**src/rtl/lsu_pkg.sv**
```systemverilog
// Shared definitions for the load/store unit: access size codes, FSM states
// and small byte-lane helpers.
package lsu_pkg;

    localparam logic [1:0] SZ_BYTE = 2'b00;
    localparam logic [1:0] SZ_HALF = 2'b01;
    localparam logic [1:0] SZ_WORD = 2'b10;
    localparam logic [1:0] SZ_ILL  = 2'b11;

    typedef enum logic [1:0] {
        ST_IDLE   = 2'b00,
        ST_ACCESS = 2'b01,
        ST_RESP   = 2'b10
    } state_e;

    function automatic logic [2:0] size_bytes(input logic [1:0] size);
        case (size)
            SZ_BYTE: size_bytes = 3'd1;
            SZ_HALF: size_bytes = 3'd2;
            SZ_WORD: size_bytes = 3'd4;
            default: size_bytes = 3'd4;
        endcase
    endfunction

    // Byte lane pos of a right-justified word (pos 0 = bits [7:0])
    function automatic logic [7:0] store_byte(input logic [31:0] w, input logic [1:0] pos);
        case (pos)
            2'd0:    store_byte = w[7:0];
            2'd1:    store_byte = w[15:8];
            2'd2:    store_byte = w[23:16];
            2'd3:    store_byte = w[31:24];
            default: store_byte = w[7:0];
        endcase
    endfunction

endpackage

```
**src/rtl/lsu_load_extend.sv**
```systemverilog
// Turns the right-justified big-endian load field into the 32-bit load result
// with sign or zero extension for byte and halfword loads.
module lsu_load_extend
    import lsu_pkg::*;
(
    input  logic [31:0] field,
    input  logic [1:0]  size,
    input  logic        is_unsigned,
    output logic [31:0] rdata
);

    // Extend the byte/half field to a full word
    always_comb begin
        rdata = field;
        case (size)
            SZ_BYTE: rdata = is_unsigned ? {24'h000000, field[7:0]}
                                         : {{24{field[7]}}, field[7:0]};
            SZ_HALF: rdata = is_unsigned ? {16'h0000, field[15:0]}
                                         : {{16{field[15]}}, field[15:0]};
            default: rdata = field;
        endcase
    end

endmodule

```
**src/rtl/load_store_unit.sv**
```systemverilog
// MEM-stage load/store initiator: serialises each request into big-endian byte
// transactions. Define MISALIGN_TRAP_EN to fault misaligned half/word accesses.
module load_store_unit
    import lsu_pkg::*;
#(
    parameter int ADDR_W  = 10,
    parameter int TIMEOUT = 15
) (
    input  logic              clk,
    input  logic              rst,
    input  logic              req_valid,
    output logic              req_ready,
    input  logic              req_we,
    input  logic [1:0]        req_size,
    input  logic              req_unsigned,
    input  logic [31:0]       req_addr,
    input  logic [31:0]       req_wdata,
    output logic              resp_valid,
    output logic [31:0]       resp_rdata,
    output logic              resp_fault,
    output logic              busy,
    output logic              mem_req,
    output logic              mem_we,
    output logic [ADDR_W-1:0] mem_addr,
    output logic [7:0]        mem_wdata,
    input  logic [7:0]        mem_rdata,
    input  logic              mem_ack
);

    localparam int WAIT_W = $clog2(TIMEOUT + 1);

    state_e            state_r;
    logic              we_r;
    logic              unsigned_r;
    logic [1:0]        size_r;
    logic [ADDR_W-1:0] addr_r;
    logic [31:0]       wdata_r;
    logic [31:0]       field_r;
    logic [2:0]        nbytes_r;
    logic [2:0]        byte_idx_r;
    logic [WAIT_W-1:0] wait_cnt_r;

    logic [2:0]        req_nbytes_s;
    logic              misalign_s;
    logic              pre_fault_s;
    logic [1:0]        pos_s;
    logic              last_byte_s;
    logic              timeout_s;
    logic [31:0]       field_next_s;
    logic [31:0]       ext_rdata_s;

    assign req_nbytes_s = size_bytes(req_size);

`ifdef MISALIGN_TRAP_EN
    assign misalign_s = ((req_size == SZ_HALF) && req_addr[0]) ||
                        ((req_size == SZ_WORD) && (req_addr[1:0] != 2'b00));
`else
    assign misalign_s = 1'b0;
`endif

    assign pre_fault_s = (req_size == SZ_ILL) || (|req_addr[31:ADDR_W]) || misalign_s;
    // Lane of the current byte inside the N-byte field (byte 0 is the MSB lane)
    assign pos_s       = 2'(nbytes_r - byte_idx_r - 3'd1);
    assign last_byte_s = (byte_idx_r == (nbytes_r - 3'd1));
    assign timeout_s   = (wait_cnt_r == WAIT_W'(TIMEOUT - 1));

    // Drop the byte being acked into its lane of the load field
    always_comb begin
        field_next_s = field_r;
        field_next_s[{pos_s, 3'b000} +: 8] = mem_rdata;
    end

    lsu_load_extend u_load_extend (
        .field       (field_next_s),
        .size        (size_r),
        .is_unsigned (unsigned_r),
        .rdata       (ext_rdata_s)
    );

    // Transaction FSM with all outputs registered
    always_ff @(posedge clk) begin
        if (rst) begin
            state_r    <= ST_IDLE;
            req_ready  <= 1'b1;
            busy       <= 1'b0;
            resp_valid <= 1'b0;
            resp_fault <= 1'b0;
            resp_rdata <= 32'h0000_0000;
            mem_req    <= 1'b0;
            mem_we     <= 1'b0;
            mem_addr   <= '0;
            mem_wdata  <= 8'h00;
            we_r       <= 1'b0;
            unsigned_r <= 1'b0;
            size_r     <= SZ_BYTE;
            addr_r     <= '0;
            wdata_r    <= 32'h0000_0000;
            field_r    <= 32'h0000_0000;
            nbytes_r   <= 3'd0;
            byte_idx_r <= 3'd0;
            wait_cnt_r <= '0;
        end else begin
            case (state_r)
                ST_IDLE: begin
                    if (req_valid && req_ready) begin
                        we_r       <= req_we;
                        unsigned_r <= req_unsigned;
                        size_r     <= req_size;
                        addr_r     <= req_addr[ADDR_W-1:0];
                        wdata_r    <= req_wdata;
                        nbytes_r   <= req_nbytes_s;
                        field_r    <= 32'h0000_0000;
                        byte_idx_r <= 3'd0;
                        wait_cnt_r <= '0;
                        req_ready  <= 1'b0;
                        busy       <= 1'b1;
                        if (pre_fault_s) begin
                            state_r <= ST_RESP;
                        end else begin
                            state_r   <= ST_ACCESS;
                            mem_req   <= 1'b1;
                            mem_we    <= req_we;
                            mem_addr  <= req_addr[ADDR_W-1:0];
                            mem_wdata <= store_byte(req_wdata, 2'(req_nbytes_s - 3'd1));
                        end
                    end
                end
                ST_ACCESS: begin
                    if (mem_ack) begin
                        field_r    <= field_next_s;
                        wait_cnt_r <= '0;
                        if (last_byte_s) begin
                            state_r    <= ST_RESP;
                            mem_req    <= 1'b0;
                            mem_we     <= 1'b0;
                            resp_valid <= 1'b1;
                            resp_fault <= 1'b0;
                            resp_rdata <= we_r ? 32'h0000_0000 : ext_rdata_s;
                        end else begin
                            byte_idx_r <= byte_idx_r + 3'd1;
                            mem_addr   <= addr_r + ADDR_W'(byte_idx_r + 3'd1);
                            mem_wdata  <= store_byte(wdata_r, pos_s - 2'd1);
                        end
                    end else if (timeout_s) begin
                        state_r    <= ST_RESP;
                        mem_req    <= 1'b0;
                        mem_we     <= 1'b0;
                        resp_valid <= 1'b1;
                        resp_fault <= 1'b1;
                        resp_rdata <= 32'h0000_0000;
                    end else begin
                        wait_cnt_r <= wait_cnt_r + WAIT_W'(1);
                    end
                end
                ST_RESP: begin
                    // Entered without the pulse only from a pre-check fault
                    if (resp_valid) begin
                        state_r    <= ST_IDLE;
                        resp_valid <= 1'b0;
                        resp_fault <= 1'b0;
                        resp_rdata <= 32'h0000_0000;
                        req_ready  <= 1'b1;
                        busy       <= 1'b0;
                    end else begin
                        resp_valid <= 1'b1;
                        resp_fault <= 1'b1;
                        resp_rdata <= 32'h0000_0000;
                    end
                end
                default: begin
                    state_r    <= ST_IDLE;
                    mem_req    <= 1'b0;
                    mem_we     <= 1'b0;
                    resp_valid <= 1'b0;
                    resp_fault <= 1'b0;
                    req_ready  <= 1'b1;
                    busy       <= 1'b0;
                end
            endcase
        end
    end

endmodule

```
**config.mk**
```make
export PLATFORM = sky130hd
export DESIGN_NAME = load_store_unit
export DESIGN_NICKNAME = d
export VERILOG_FILES = /design/src/rtl/lsu_pkg.sv /design/src/rtl/lsu_load_extend.sv /design/src/rtl/load_store_unit.sv
export SDC_FILE = /design/constraint.sdc
export NUM_CORES = 1
export LEC_CHECK = 0
export CAP_MARGIN = 10
export CORE_ASPECT_RATIO = 0.7
export CORE_MARGIN = 5
export CORE_UTILIZATION = 55
export DETAILED_ROUTE_END_ITERATION = 7
export GPL_TIMING_DRIVEN = 0
export PLACE_DENSITY_LB_ADDON = 0.2
export SETUP_SLACK_MARGIN = 0.1
export SYNTH_ARGS = -nofsm -noshare
export SYNTH_HDL_FRONTEND = slang
export SYNTH_SLANG_ARGS = --single-unit
```
**constraint.sdc**
```tcl
create_clock -name clk -period 3.9 [get_ports clk]
set_input_delay 0.78 -clock clk [delete_from_list [all_inputs] [get_ports clk]]
set_output_delay 0.78 -clock clk [all_outputs]
set_load 0.02 [all_outputs]
```
==> results.cfg <==
[status]
outcome = complete, no violations

[finish]
nNetsFinal = 1062
num_antenna_cells = 0
final_cell_count_no_fill = 1134
area_growth_pct = 32.0
layout-drive-gt1-share_pct = 4.91

[pwr]
pwr-share-clk_pct = 38.8
seq_power_share_pct = 41.0
power_density_mw_per_mm2 = 463
peakVddDrop_mv = 0.313
power.leakage_nw = 3.17
p_sw_mw = 1.22
power_frac_comb_pct = 20.2
p_sw_share_pct = 30.2
p_int_mw = 2.81

[timing]
final_max_slew_viol_count = 0
fin_crit_ns = 3.36
setup_viol = 0
fin_crit_sh_pct = 86.0
rsz0062_at_grt = false
finalHoldViolations = 0
max_slew_margin_pct = 34.1
fin_ws_ns = 0.544
skew_ns = 0.00895
max_freq_mhz = 298
worst_pin_slew_ns = 0.987
setup_tns_ns = 0

[critical_path]
required_ns = 4.26
startpoint_type = flip-flop
end_kind = flip-flop
crit_chain = inv_1, ha_1, xnor2_1, xor2_1, inv_1, ha_1, nor3_2, a21oi_1, a211oi_1, o21a_4, buf_6, a22o_1
cp_max_fo = 10
crit_buf_inv = 3
cp_top_family = compound AO/OA/AOI/OAI gates
cpMaxStageDelayCell = nor3_2
path_class = reg -> reg
slowest_delay_ns = 0.53
arrival_ns = 3.72

[clock_tree]
cts_tree = built
cts_sinks = 146
clock_latency_ns = 0.42
cts_max_path_buffers = 2
ctsResizeCount = 0
clockRootBuffer = clkbuf_16
h-tree-depth = 4
clk_pin_slew_ns = 0.06
numCtsBuffers = 17
hold_buffers = 0
postCtsSetupBuffers = 0

[floorplan]
die_h_um = 102
num_rows = 33
ios = 136
die_w_um = 141
die_area_mm2 = 0.0143
core-area_mm2 = 0.0117
initial_core_util_pct = 56.2

[synthesis]
synth_cell_type_count = 51
synthTopCellsByCount = nand2_1, dfxtp_1, a21oi_1
synth_fp_nets = 908
ys_ff_latch = 146
synth_edf_count = 0
ys_async_sr_fraction_pct = 0
synth_top_flop_cell = dfxtp_1
synth_largest_area_cell = dfxtp_1
syn_avg_cell_area_um2 = 8.13
ys_seq_area_share_pct = 44.4
netlist_area_mm2 = 0.00659
synth_cells = 810
synth_most_common_cell = nand2_1
yosys_warnings = 0
synth_top_area_share_pct = 44.4
yosys-top-cells-area = dfxtp_1, nand2_1, a21oi_1, a22o_1, o21ai_0

[drt]
wl_per_cell_um = 16.9
vias_per_cell = 5.77
drcViolationCount = 0
dr.first_iter.drc_count = 649
finalWirelength_mm = 19.1
num_vias = 6546
drtPass1Iterations = 6
ant_nets = 0

[global_route]
grt_max_degree = 17
antenna_found_initial = 0
gr-total-overflow = 0
grt_pass1_vias = 6059
grt_pass1_wl_mm = 30.6
grtUsageTotal_pct = 26.6

[placed_design]
dp_slack_ns = 0.633
numPortBuffers = 134
dpl.hpwl_mm = 14.0
gp_congestion = 0.883
dp_cells = 1102

[hold_path]
hp-class = reg -> reg

[job]
maxCapViolations = 0
==> worst paths after layout <==
path | slack (ns) | endpoint | cells past startpoint | from
max | 0.54 | resp_rdata[28] | 12 | byte_idx_r[0]
min | 0.45 | field_r[7] | 2 | field_r[7]
max reg2reg | 0.54 | resp_rdata[28] | 12 | byte_idx_r[0]
min reg2reg | 0.45 | field_r[7] | 2 | field_r[7]
==> worst min-delay path: cells and delay by family (launching register included) <==
family / cells / cell delay [ns]
simple gates: 1 / 0.04
compound gates: 1 / 0.05
flops: 1 / 0.32
==> layout by cell type, fill, tap and decap left out, types with 6 or more instances in the layout <==
cell,Yosys,final
a222oi_1,8,8
inv_1,21,21
nand2b_1,6,6
nor2_1,42,42
nor2b_1,28,28
nand2_1,178,178
clkbuf_16,0,17
buf_2,6,7
clkbuf_1,38,39
ha_1,17,17
a22o_1,38,38
nor3_1,9,9
a211oi_1,11,11
o21ai_0,44,44
nand3_1,17,17
clkdlybuf4s50_1,0,134
xor2_1,6,6
a21oi_1,110,110
clkinvlp_4,0,6
and2_1,8,8
xnor2_1,7,7
mux2i_1,13,13
dfxtp_1,146,146
==> cell families after synthesis <==
group / Yosys count / synth area share (%)
AOI/OAI and AO/OA: 231 / 22.0
muxes: 13 / 1.98
buffers and inverters: 73 / 4.56
xor gates and xnor gates: 14 / 2.11
DFF: 146 / 44.4
and+or+nand+nor: 315 / 21.4
adders and majority gates: 18 / 3.53
==> power groups by stage <==
| stage | logic, mW | clock network [mW] | registers (mW) |
|---|---|---|---|
| finish | 0.813 | 1.56 | 1.65 |
| CTS | 0.800 | 1.57 | 1.65 |
| global route | 0.887 | 1.64 | 1.66 |
| global placement | 0.781 | 0 | 1.68 |
| detailed placement | 0.792 | 0 | 1.68 |
| floorplan | 0.443 | 0 | 1.71 |
==> registers in the layout (all words and copies together), names as in the netlist, 2 cells and up <==
name	cells
nbytes_r	3
wdata_r	32
field_r	32
byte_idx_r	3
addr_r	10
state_r	2
resp_rdata	32
size_r	2
mem_addr	10
wait_cnt_r	4
mem_wdata	8
==> stage by stage <==
step / cell area [um2] / utilization [%] / hold slack [ns] / power, mW
floorplan: 6590 / - / 0.417 / 2.15
global placement: 8120 / 69.3 / 0.426 / 2.46
detailed placement: 8130 / 69.3 / 0.435 / 2.47
CTS: 8690 / 74.1 / 0.448 / 4.02
global route: 8690 / 74.1 / 0.471 / 4.19
finish: 8690 / 74.1 / 0.447 / 4.02
==> area by class of cell <==
cell class | count | area, um2
plain buffers | 52 | 221
clock buffers | 20 | 457
clock inverters | 12 | 108
fillers | 935 | 3030
inverters | 21 | 78.8
multi-input cells | 591 | 3360
flip-flops and latches | 146 | 2920
well taps | 157 | 196
repair buffers | 135 | 1350
==> routing by layer <==
metal / part of all wire [%] / wire length (um) / vias up / track usage (%)
met2: 43 / 8320 / 332 / 40.1
met4: 1.7 / 322 / 0 / 8.41
met1: 44 / 8440 / 3052 / 37.2
li1: - / - / 3121 / -
met5: 0 / 0 / - / 0
met3: 11 / 2060 / 41 / 7.60
Power figures use the tool's default switching activity.
